`src/rtl/note_sequencer.sv`:
```
// note_sequencer: plays a melody held in a small writable note RAM by driving
// the one-hot tone-select bus of the audio generator. Any non-zero live_keys
// input takes priority over the sequenced tone.
//
// Ports:
//   clk        system clock
//   reset      asynchronous, active-low reset
//   ena        sample-rate enable; beat and gap timing count these ticks
//   start      one-cycle pulse; (re)starts playback at address 0
//   stop       one-cycle pulse; aborts playback (wins over start)
//   loop       level; restart at address 0 on end-of-song
//   live_keys  live switch tones, passed through unmodified when non-zero
//   wr_en      note RAM write strobe
//   wr_addr    note RAM write address
//   wr_data    entry: [7] end marker, [6] rest, [5:3] note index, [2:0] beats-1
//   sw_tones   registered one-hot tone select
//   busy       high in every state except IDLE
//   done       one-cycle pulse at a non-looping end of song
//   cur_addr   address of the entry currently playing
module note_sequencer #(
    parameter int unsigned ADDR_W         = 4,
    parameter int unsigned TICKS_PER_BEAT = 10425,
    parameter int unsigned GAP_TICKS      = 417
) (
    input  logic              clk,
    input  logic              reset,
    input  logic              ena,
    input  logic              start,
    input  logic              stop,
    input  logic              loop,
    input  logic [7:0]        live_keys,
    input  logic              wr_en,
    input  logic [ADDR_W-1:0] wr_addr,
    input  logic [7:0]        wr_data,
    output logic [7:0]        sw_tones,
    output logic              busy,
    output logic              done,
    output logic [ADDR_W-1:0] cur_addr
);

    localparam int unsigned DEPTH  = 2 ** ADDR_W;
    localparam int unsigned TICK_W = $clog2(TICKS_PER_BEAT);

    localparam logic [TICK_W-1:0] BEAT_LAST = TICK_W'(TICKS_PER_BEAT - 1);
    localparam logic [TICK_W-1:0] NOTE_LAST = TICK_W'(TICKS_PER_BEAT - GAP_TICKS - 1);
    localparam logic [TICK_W-1:0] GAP_LAST  = TICK_W'(GAP_TICKS - 1);

    typedef enum logic [2:0] {
        S_IDLE,
        S_FETCH,
        S_DECODE,
        S_NOTE,
        S_GAP
    } state_t;

    state_t              state, state_nxt;
    logic [TICK_W-1:0]   tick, tick_nxt;
    logic [2:0]          beat, beat_nxt;
    logic [ADDR_W-1:0]   addr_nxt;
    logic                done_nxt;
    logic [7:0]          mem [DEPTH];
    logic [7:0]          rd_data;
    logic [2:0]          note_idx;
    logic                note_rest;
    logic [7:0]          seq_tone;

    // Note RAM: not reset; a read issued in FETCH sees the pre-write contents
    // if the same address is written in that cycle.
    always_ff @(posedge clk) begin
        if (wr_en) begin
            mem[wr_addr] <= wr_data;
        end
        if (state == S_FETCH) begin
            rd_data <= mem[cur_addr];
        end
    end

    // State and datapath registers.
    always_ff @(posedge clk or negedge reset) begin
        if (!reset) begin
            state     <= S_IDLE;
            tick      <= '0;
            beat      <= '0;
            cur_addr  <= '0;
            done      <= 1'b0;
            note_idx  <= '0;
            note_rest <= 1'b0;
            sw_tones  <= '0;
        end else begin
            state    <= state_nxt;
            tick     <= tick_nxt;
            beat     <= beat_nxt;
            cur_addr <= addr_nxt;
            done     <= done_nxt;
            if (state == S_DECODE) begin
                note_idx  <= rd_data[5:3];
                note_rest <= rd_data[6];
            end
            sw_tones <= (live_keys != '0) ? live_keys : seq_tone;
        end
    end

    // Next-state and counter logic.
    always_comb begin
        state_nxt = state;
        tick_nxt  = tick;
        beat_nxt  = beat;
        addr_nxt  = cur_addr;
        done_nxt  = 1'b0;
        if (stop) begin
            state_nxt = S_IDLE;
            tick_nxt  = '0;
            beat_nxt  = '0;
        end else if (start) begin
            state_nxt = S_FETCH;
            addr_nxt  = '0;
            tick_nxt  = '0;
            beat_nxt  = '0;
        end else begin
            case (state)
                S_IDLE: ;
                S_FETCH: state_nxt = S_DECODE;
                S_DECODE: begin
                    if (rd_data[7]) begin
                        if (loop) begin
                            addr_nxt  = '0;
                            state_nxt = S_FETCH;
                        end else begin
                            done_nxt  = 1'b1;
                            state_nxt = S_IDLE;
                        end
                    end else begin
                        beat_nxt  = rd_data[2:0];
                        tick_nxt  = '0;
                        state_nxt = S_NOTE;
                    end
                end
                S_NOTE: begin
                    if (ena) begin
                        // The final beat is cut short so that the trailing
                        // gap fits inside the note's nominal length.
                        if (beat == '0 && tick == NOTE_LAST) begin
                            tick_nxt  = '0;
                            state_nxt = S_GAP;
                        end else if (tick == BEAT_LAST) begin
                            tick_nxt = '0;
                            beat_nxt = beat - 3'd1;
                        end else begin
                            tick_nxt = tick + 1'b1;
                        end
                    end
                end
                S_GAP: begin
                    if (ena) begin
                        if (tick == GAP_LAST) begin
                            tick_nxt = '0;
                            if (cur_addr == '1) begin
                                // Running off the end of the RAM is an implicit end marker.
                                addr_nxt = '0;
                                if (loop) begin
                                    state_nxt = S_FETCH;
                                end else begin
                                    done_nxt  = 1'b1;
                                    state_nxt = S_IDLE;
                                end
                            end else begin
                                addr_nxt  = cur_addr + 1'b1;
                                state_nxt = S_FETCH;
                            end
                        end else begin
                            tick_nxt = tick + 1'b1;
                        end
                    end
                end
                default: state_nxt = S_IDLE;
            endcase
        end
    end

    // Output decode.
    always_comb begin
        busy     = (state != S_IDLE);
        seq_tone = '0;
        if (state == S_NOTE && !note_rest) begin
            seq_tone = 8'b1 << note_idx;
        end
    end

endmodule

```
`config.mk`:
```
export PLATFORM = sky130hd
export DESIGN_NAME = note_sequencer
export DESIGN_NICKNAME = d
export VERILOG_FILES = /design/src/rtl/note_sequencer.sv
export SDC_FILE = /design/constraint.sdc
export NUM_CORES = 1
export LEC_CHECK = 0
export CORE_MARGIN = 2
export CORE_UTILIZATION = 55
export CTS_BUF_LIST = sky130_fd_sc_hd__clkbuf_8
export CTS_CLUSTER_DIAMETER = 30
export DETAILED_ROUTE_END_ITERATION = 16
export PLACE_DENSITY_LB_ADDON = 0.12
export SYNTH_ARGS = -nofsm -noshare
export SYNTH_HDL_FRONTEND = slang
export SYNTH_SLANG_ARGS = --single-unit
```
`constraint.sdc`:
```
create_clock -name clk -period 5.87 [get_ports clk]
set_input_delay 1.4675 -clock clk [delete_from_list [all_inputs] [get_ports clk]]
set_output_delay 1.4675 -clock clk [all_outputs]
set_load 0.1 [all_outputs]
```
==> metrics.yaml <==
status:
  outcome: "finished clean"
sta:
  rsz0062_at_grt: "no"
  skew_ps: 15.5
  fin_tns_setup_ps: 0
  worst_pin_slew_ps: 1330
  min_period_ps: 4090
  final-setup-viol-count: 0
  relSlewSlack: 0.109
  clock.fmax_ghz: 0.245
  period_share: 0.696
  fin_ws_ps: 1780
  hold_viol_final: 0
  maxSlewViolCount: 0
power:
  p_int_w: 0.00176
  power.share.clock: 0.339
  peakVddDrop_mv: 0.211
  power.density_nw_per_um2: 282
  power_switching_w: 0.000569
  power_frac_seq: 0.596
  power_w: 0.00232
  p_comb_frac: 0.066
  p_leak_nw: 2.64
  swShare: 0.245
clock_network:
  path_clk_slew_ps: 90
  numCtsBuffers: 17
  postCtsSetupRepairBufs: 0
  clkSinkCount: 173
  clock_latency_ps: 470
  cts_resized: 0
  cts_tree: "yes"
  root_buffer: "clkbuf_8"
  cts-hold-fix-buffers: 0
  cts_max_level: 4
  cts_max_path_buffers: 2
worst_hold_path:
  hold-path-endpoint: "note_idx[2]$_DFFE_PN0P_"
  hold_path.class: "flip-flop to flip-flop"
  min_path_cells: 2
  min_from: "rd_data[5]$_DFFE_PN_"
placed_design:
  gp_congestion: 0.864
  dp.final_hpwl_um: 9230
  io_buffer_count: 40
  post-place-cells: 640
  post-place-ws_ps: 1930
route:
  dr_total_vias: 4113
  ant_nets: 0
  routedWlPerCell_um: 21.2
  route.detailed.drc: 0
  viasPerCell: 6.12
  drtPass1Iterations: 5
  drt_iter0_markers: 568
  routed_wl_um: 14300
global_routing:
  grt_max_degree: 38
  grt_pass1_wl_um: 22900
  antenna_found_initial: 0
  grt_use_met2: 0.350
  gr-total-overflow: 0
  grt_util_all_layers: 0.219
  grt_pass1_vias: 4090
  grt_use_met3: 0.0503
  grt-busiest-layer: "met2"
  grt_util_met1: 0.300
flow_run:
  maxCapViolCount: 0
final_layout:
  drive_gt1_frac: 0.198
  final_common_cell: "edfxtp_1"
  nets: 515
  mostFrequentLayoutCells: "136 x edfxtp_1, 40 x mux4_2, 39 x clkdlybuf4s50_1"
  area_growth_pct: 12.9
  final_cells: 672
  diodes: 0
floorplan:
  io-pin-count: 41
  coreArea_um2: 13100
  dieArea_um2: 14200
  initial_utilization: 0.558
  num_rows: 42
  dieWidth_um: 119
  die_y_um: 119
yosys:
  synth_mux_area_frac: 0.129
  synth-simple-area-share: 0.0792
  synth-main-ff-cell: "edfxtp_1"
  synth_top_family_by_area: "multiplexers"
  syn_inst: 441
  synth_fa_ha_area_frac: 0.00857
  synth.top_cell.area_share: 0.560
  ys_types: 54
  synth_top_area_cell: "edfxtp_1"
  synth_area_um2: 7300
  synth.area.top_cells: "edfxtp_1 56%, dfrtp_1 13%, mux4_2 12%, a21oi_1 1.5%, nor2_1 1.1%"
  yosysWarnings: 0
  synth_xor_area_frac: 0.0108
  synth-edff-count: 136
  syn_avg_cell_area_um2: 16.5
  yosysSeqAreaShare: 0.687
  synth_compound_area_frac: 0.0655
  async_flop_share: 0.214
  syn_nets: 473
  ys_seq_elements: 173
setup_path:
  max_stage_delay_ps: 1260
  critPathSlowestCell: "clkdlybuf4s50_1"
  r2r_cells: 5
  crit_path_max_fanout: 37
  setup.worst_path.end_class: "output port"
  critPathArrivalTime_ps: 2620
  path_cells: "buf_4 -> clkdlybuf4s50_1"
  r2r_end: "tick[6]$_DFFE_PN0P_"
  worst_setup_path_start_kind: "flip-flop"
  worstPathRequired_ps: 4400
  path_class: "flip-flop to output port"
  r2r-start: "tick[8]$_DFFE_PN0P_"
  ff2ff_setup_slack_ps: 3270
[metrics by stage]
stage	util	instance area (um^2)	hold slack (ps)
3_5_place_dp	0.601	7870	439
4_1_cts	0.630	8240	468
2_1_floorplan	-	7300	426
6_report	0.630	8240	470
3_3_place_gp	0.601	7870	436
5_1_grt	0.630	8240	500
[cell usage after synthesis, types with 5 or more instances]
master,count
a2111oi_0,8
a21o_1,7
a21oi_1,22
a31oi_1,5
buf_2,5
clkbuf_1,14
dfrtp_1,37
edfxtp_1,136
ha_1,5
inv_1,15
mux4_2,40
nand2_1,16
nand3_1,13
nor2_1,22
nor3_1,7
nor4_1,5
o21ai_0,8
xnor2_1,9
[logic make-up after synthesis]
kind of cell,count (synthesis)
muxes,44
DFF,173
AOI/OAI and AO/OA,72
buffers and inverters,36
adders and majority gates,5
and+or+nand+nor,102
xor gates and xnor gates,9
[how the worst max path moves through the flow]
stage	from	end	slack [ps]
after global placement	wr_en	mem[0][3]$_DFFE_PP_	1930
after CTS	cur_addr[0]$_DFFE_PN0P_	cur_addr[0]	1680
after detailed placement	stop	tick[6]$_DFFE_PN0P_	1930
final	cur_addr[0]$_DFFE_PN0P_	cur_addr[0]	1780
after global routing	cur_addr[0]$_DFFE_PN0P_	cur_addr[0]	1590
after floorplan	cur_addr[0]$_DFFE_PN0P_	rd_data[0]$_DFFE_PN_	2770
[worst max-delay path: cells and delay by family (launching register included)]
kind	cells	cell delay, ps
flip-flops	1	350
buffers and inverters	2	1800
[state kept, by name, indices dropped and copies added, names as in the netlist]
register	cells
note_idx	3
done	1
sw_tones	8
beat	3
tick	14
state	3
mem	128
note_rest	1
rd_data	8
cur_addr	4
[per-layer routing]
metal | wire length (um) | part of all wire | up-vias
li1 | - | - | 1851
met1 | 6200 | 0.43 | 2103
met2 | 7160 | 0.50 | 140
met3 | 664 | 0.047 | 19
met4 | 226 | 0.016 | 0
met5 | 0 | 0 | -
[area by class of cell]
type,count,area [um^2]
clock buffers,17,234
clock inverters,15,140
fillers,929,4850
inverters,15,56.3
multi-input cells,232,2150
flip-flops and latches,173,5010
well taps,176,220
repair buffers,44,425
[power groups by stage]
stage	clock, W	combinational [W]	sequential [W]
6_report	0.000787	0.000153	0.00138
5_1_grt	0.000847	0.000165	0.00139
4_1_cts	0.000801	0.000154	0.00138
3_5_place_dp	0	0.000153	0.00141
3_3_place_gp	0	0.000150	0.00141
2_1_floorplan	0	0.0000663	0.00143
No activity file was read; power rests on OpenSTA's default activity.
==> variant: new RTL, same flow settings <==
`ADDR_W`: 4 -> 3.
--- a/src/rtl/note_sequencer.sv
+++ b/src/rtl/note_sequencer.sv
@@ -19,5 +19,5 @@
 //   cur_addr   address of the entry currently playing
 module note_sequencer #(
-    parameter int unsigned ADDR_W         = 4,
+    parameter int unsigned ADDR_W         = 3,
     parameter int unsigned TICKS_PER_BEAT = 10425,
     parameter int unsigned GAP_TICKS      = 417
Interface: changed (resized cur_addr and wr_addr); port bits go from 41 to 39. The function was not compared with the original's and may differ.
==> variant against the unedited design <==
  * Sequential cell count fell by 65
  * Global-route usage fell by 1.7 points
  * Sequential share of layout area fell by 5.5 points
  * Combinational power fell by 14%
  * Synthesized area fell by 33%
  * Non-clock buffer count fell by 3
  * Worst setup slack improved by 0.078 ns
  * Routed wire length fell by 36%
  * Register-to-register slack got worse by 0.13 ns
  * Final area fell by 33%
  * Worst hold slack improved by 0.0075 ns
  * Critical path depth fell by 1
  * Power fell by 37%
==> variant: results (changes against the unedited design) <==
| Metric | Value |
|---|---|
| Detail Placement HPWL | 5960 um (-35%) |
| Area contributors post-synth | edfxtp_1, dfrtp_1, mux4_2 |
| Slew @ Worst Pin | 1.04 ns (-0.281 ns) |
| Worst skew pair latency | 0.36 ns (-0.11 ns) |
| Reg2reg start | state[2]$_DFFE_PN0P_ |
| Multi-input comb cells | 220 (-5.2%) |
| Netlist cell types | 52 (-3.7%) |
| Non-clk buf share | 7.19% (+2.0 points) |
| Clk_buf instances | 9 (-8) |
| Initial DRC count | 112 (-80%) |
| Min-Delay Endpoint | note_rest$_DFFE_PN0P_ |
| Clock-cell share | 3.73% (-0.81 points) |
| Status | complete, no violations |
| Signal buffers | 41 (-6.8%) |
| Crit. Startpoint | cur_addr[1]$_DFFE_PN0P_ |
| Via Count | 2,971 (-28%) |
| Syn_area_per_cell | 13.7 um^2 (-17%) |
| HP Start | rd_data[6]$_DFFE_PN_ |
| Skew final | 0.0129 ns (-0.00264 ns) |
| Hold slack | 0.477 ns (+0.00748 ns) |
| Fraction of area in registers | 55.4% (-5.5 points) |
| Placer Congestion | 0.829 (-4.1%) |
| Layout Cells excl Fill | 504 (-25%) |
| First-pass GRT wire length | 15,100 um (-34%) |
| Port Buffers | 38 (-5.0%) |
| Hold depth | 1 (-1) |
| Multi-input gate share of total cell area | 30.5% (+4.4 points) |
| Layout Nets | 423 (-18%) |
| Non-clock inverters | 11 (-4) |
| LEAKAGE | 1.95 nW (-26%) |
| Placed Cells | 488 (-24%) |
| Fraction of registers with async set/reset | 33.3% (+12 points) |
| Register area share after synthesis | 62.6% (-6.0 points) |
| Post-Syn Nets | 389 (-18%) |
| EDFF count, synth | 72 (-47%) |
| Reg-to-reg endpoint | tick[7]$_DFFE_PN0P_ |
| CP Capture Point | cur_addr[1] |
| Top post-synthesis cells by count | edfxtp_1, dfrtp_1, nand2_1 |
| R2r setup slk | 3.14 ns (-0.13 ns) |
| Fill count | 672 (-28%) |
| H-tree levels | 3 (-1) |
| Layout cells sized above 1 | 14.6% (-5.1 points) |
| VDD IR-drop max | 0.000193 V (-8.4%) |
| Largest regs | mem: 64 flops, tick: 14 flops |
| Pin count of the biggest net entering global routing | 37 (-2.6%) |
| P_int | 1.10 mW (-37%) |
| Maximum fanout along the worst path | 19 (-49%) |
| FFs & Latches | 108 (-38%) |
| GRT Overall Usage | 20.2% (-1.7 points) |
-- variant: cell families after synthesis --
family,synth area share [%]
AOI/OAI and AO/OA,10.3
buffers and inverters,2.81
DFF,62.6
muxes,10.1
and+or+nand+nor,12.6
adders and majority gates,1.54
-- variant: metal layers --
metal,up-vias,global-route usage (%),share of wire (%)
met1,1462,28.1,46
met2,54,32.3,50
met3,2,5.01,3.8
li1,1453,-,-
met5,-,0,0
met4,0,5.27,0.54
-- variant: per-stage QoR --
step                      cell area, um^2  setup slack [ns]  power [mW]  util [%]
after detailed placement             5330              1.79        1.02      61.4
after CTS                            5530              1.81        1.48      63.8
final                                5530              1.86        1.47      63.8
after floorplan                      4890              3.02       0.964         -
after global placement               5330              1.89        1.01      61.4
after global routing                 5530              1.74        1.53      63.8
-- variant: power by group through the flow --
stage	Sequential, mW	Combinational (mW)	Clock, mW
finish	0.869	0.131	0.467
global route	0.875	0.142	0.509
CTS	0.869	0.132	0.480
detailed placement	0.886	0.131	0
global placement	0.884	0.129	0
floorplan	0.899	0.0651	0
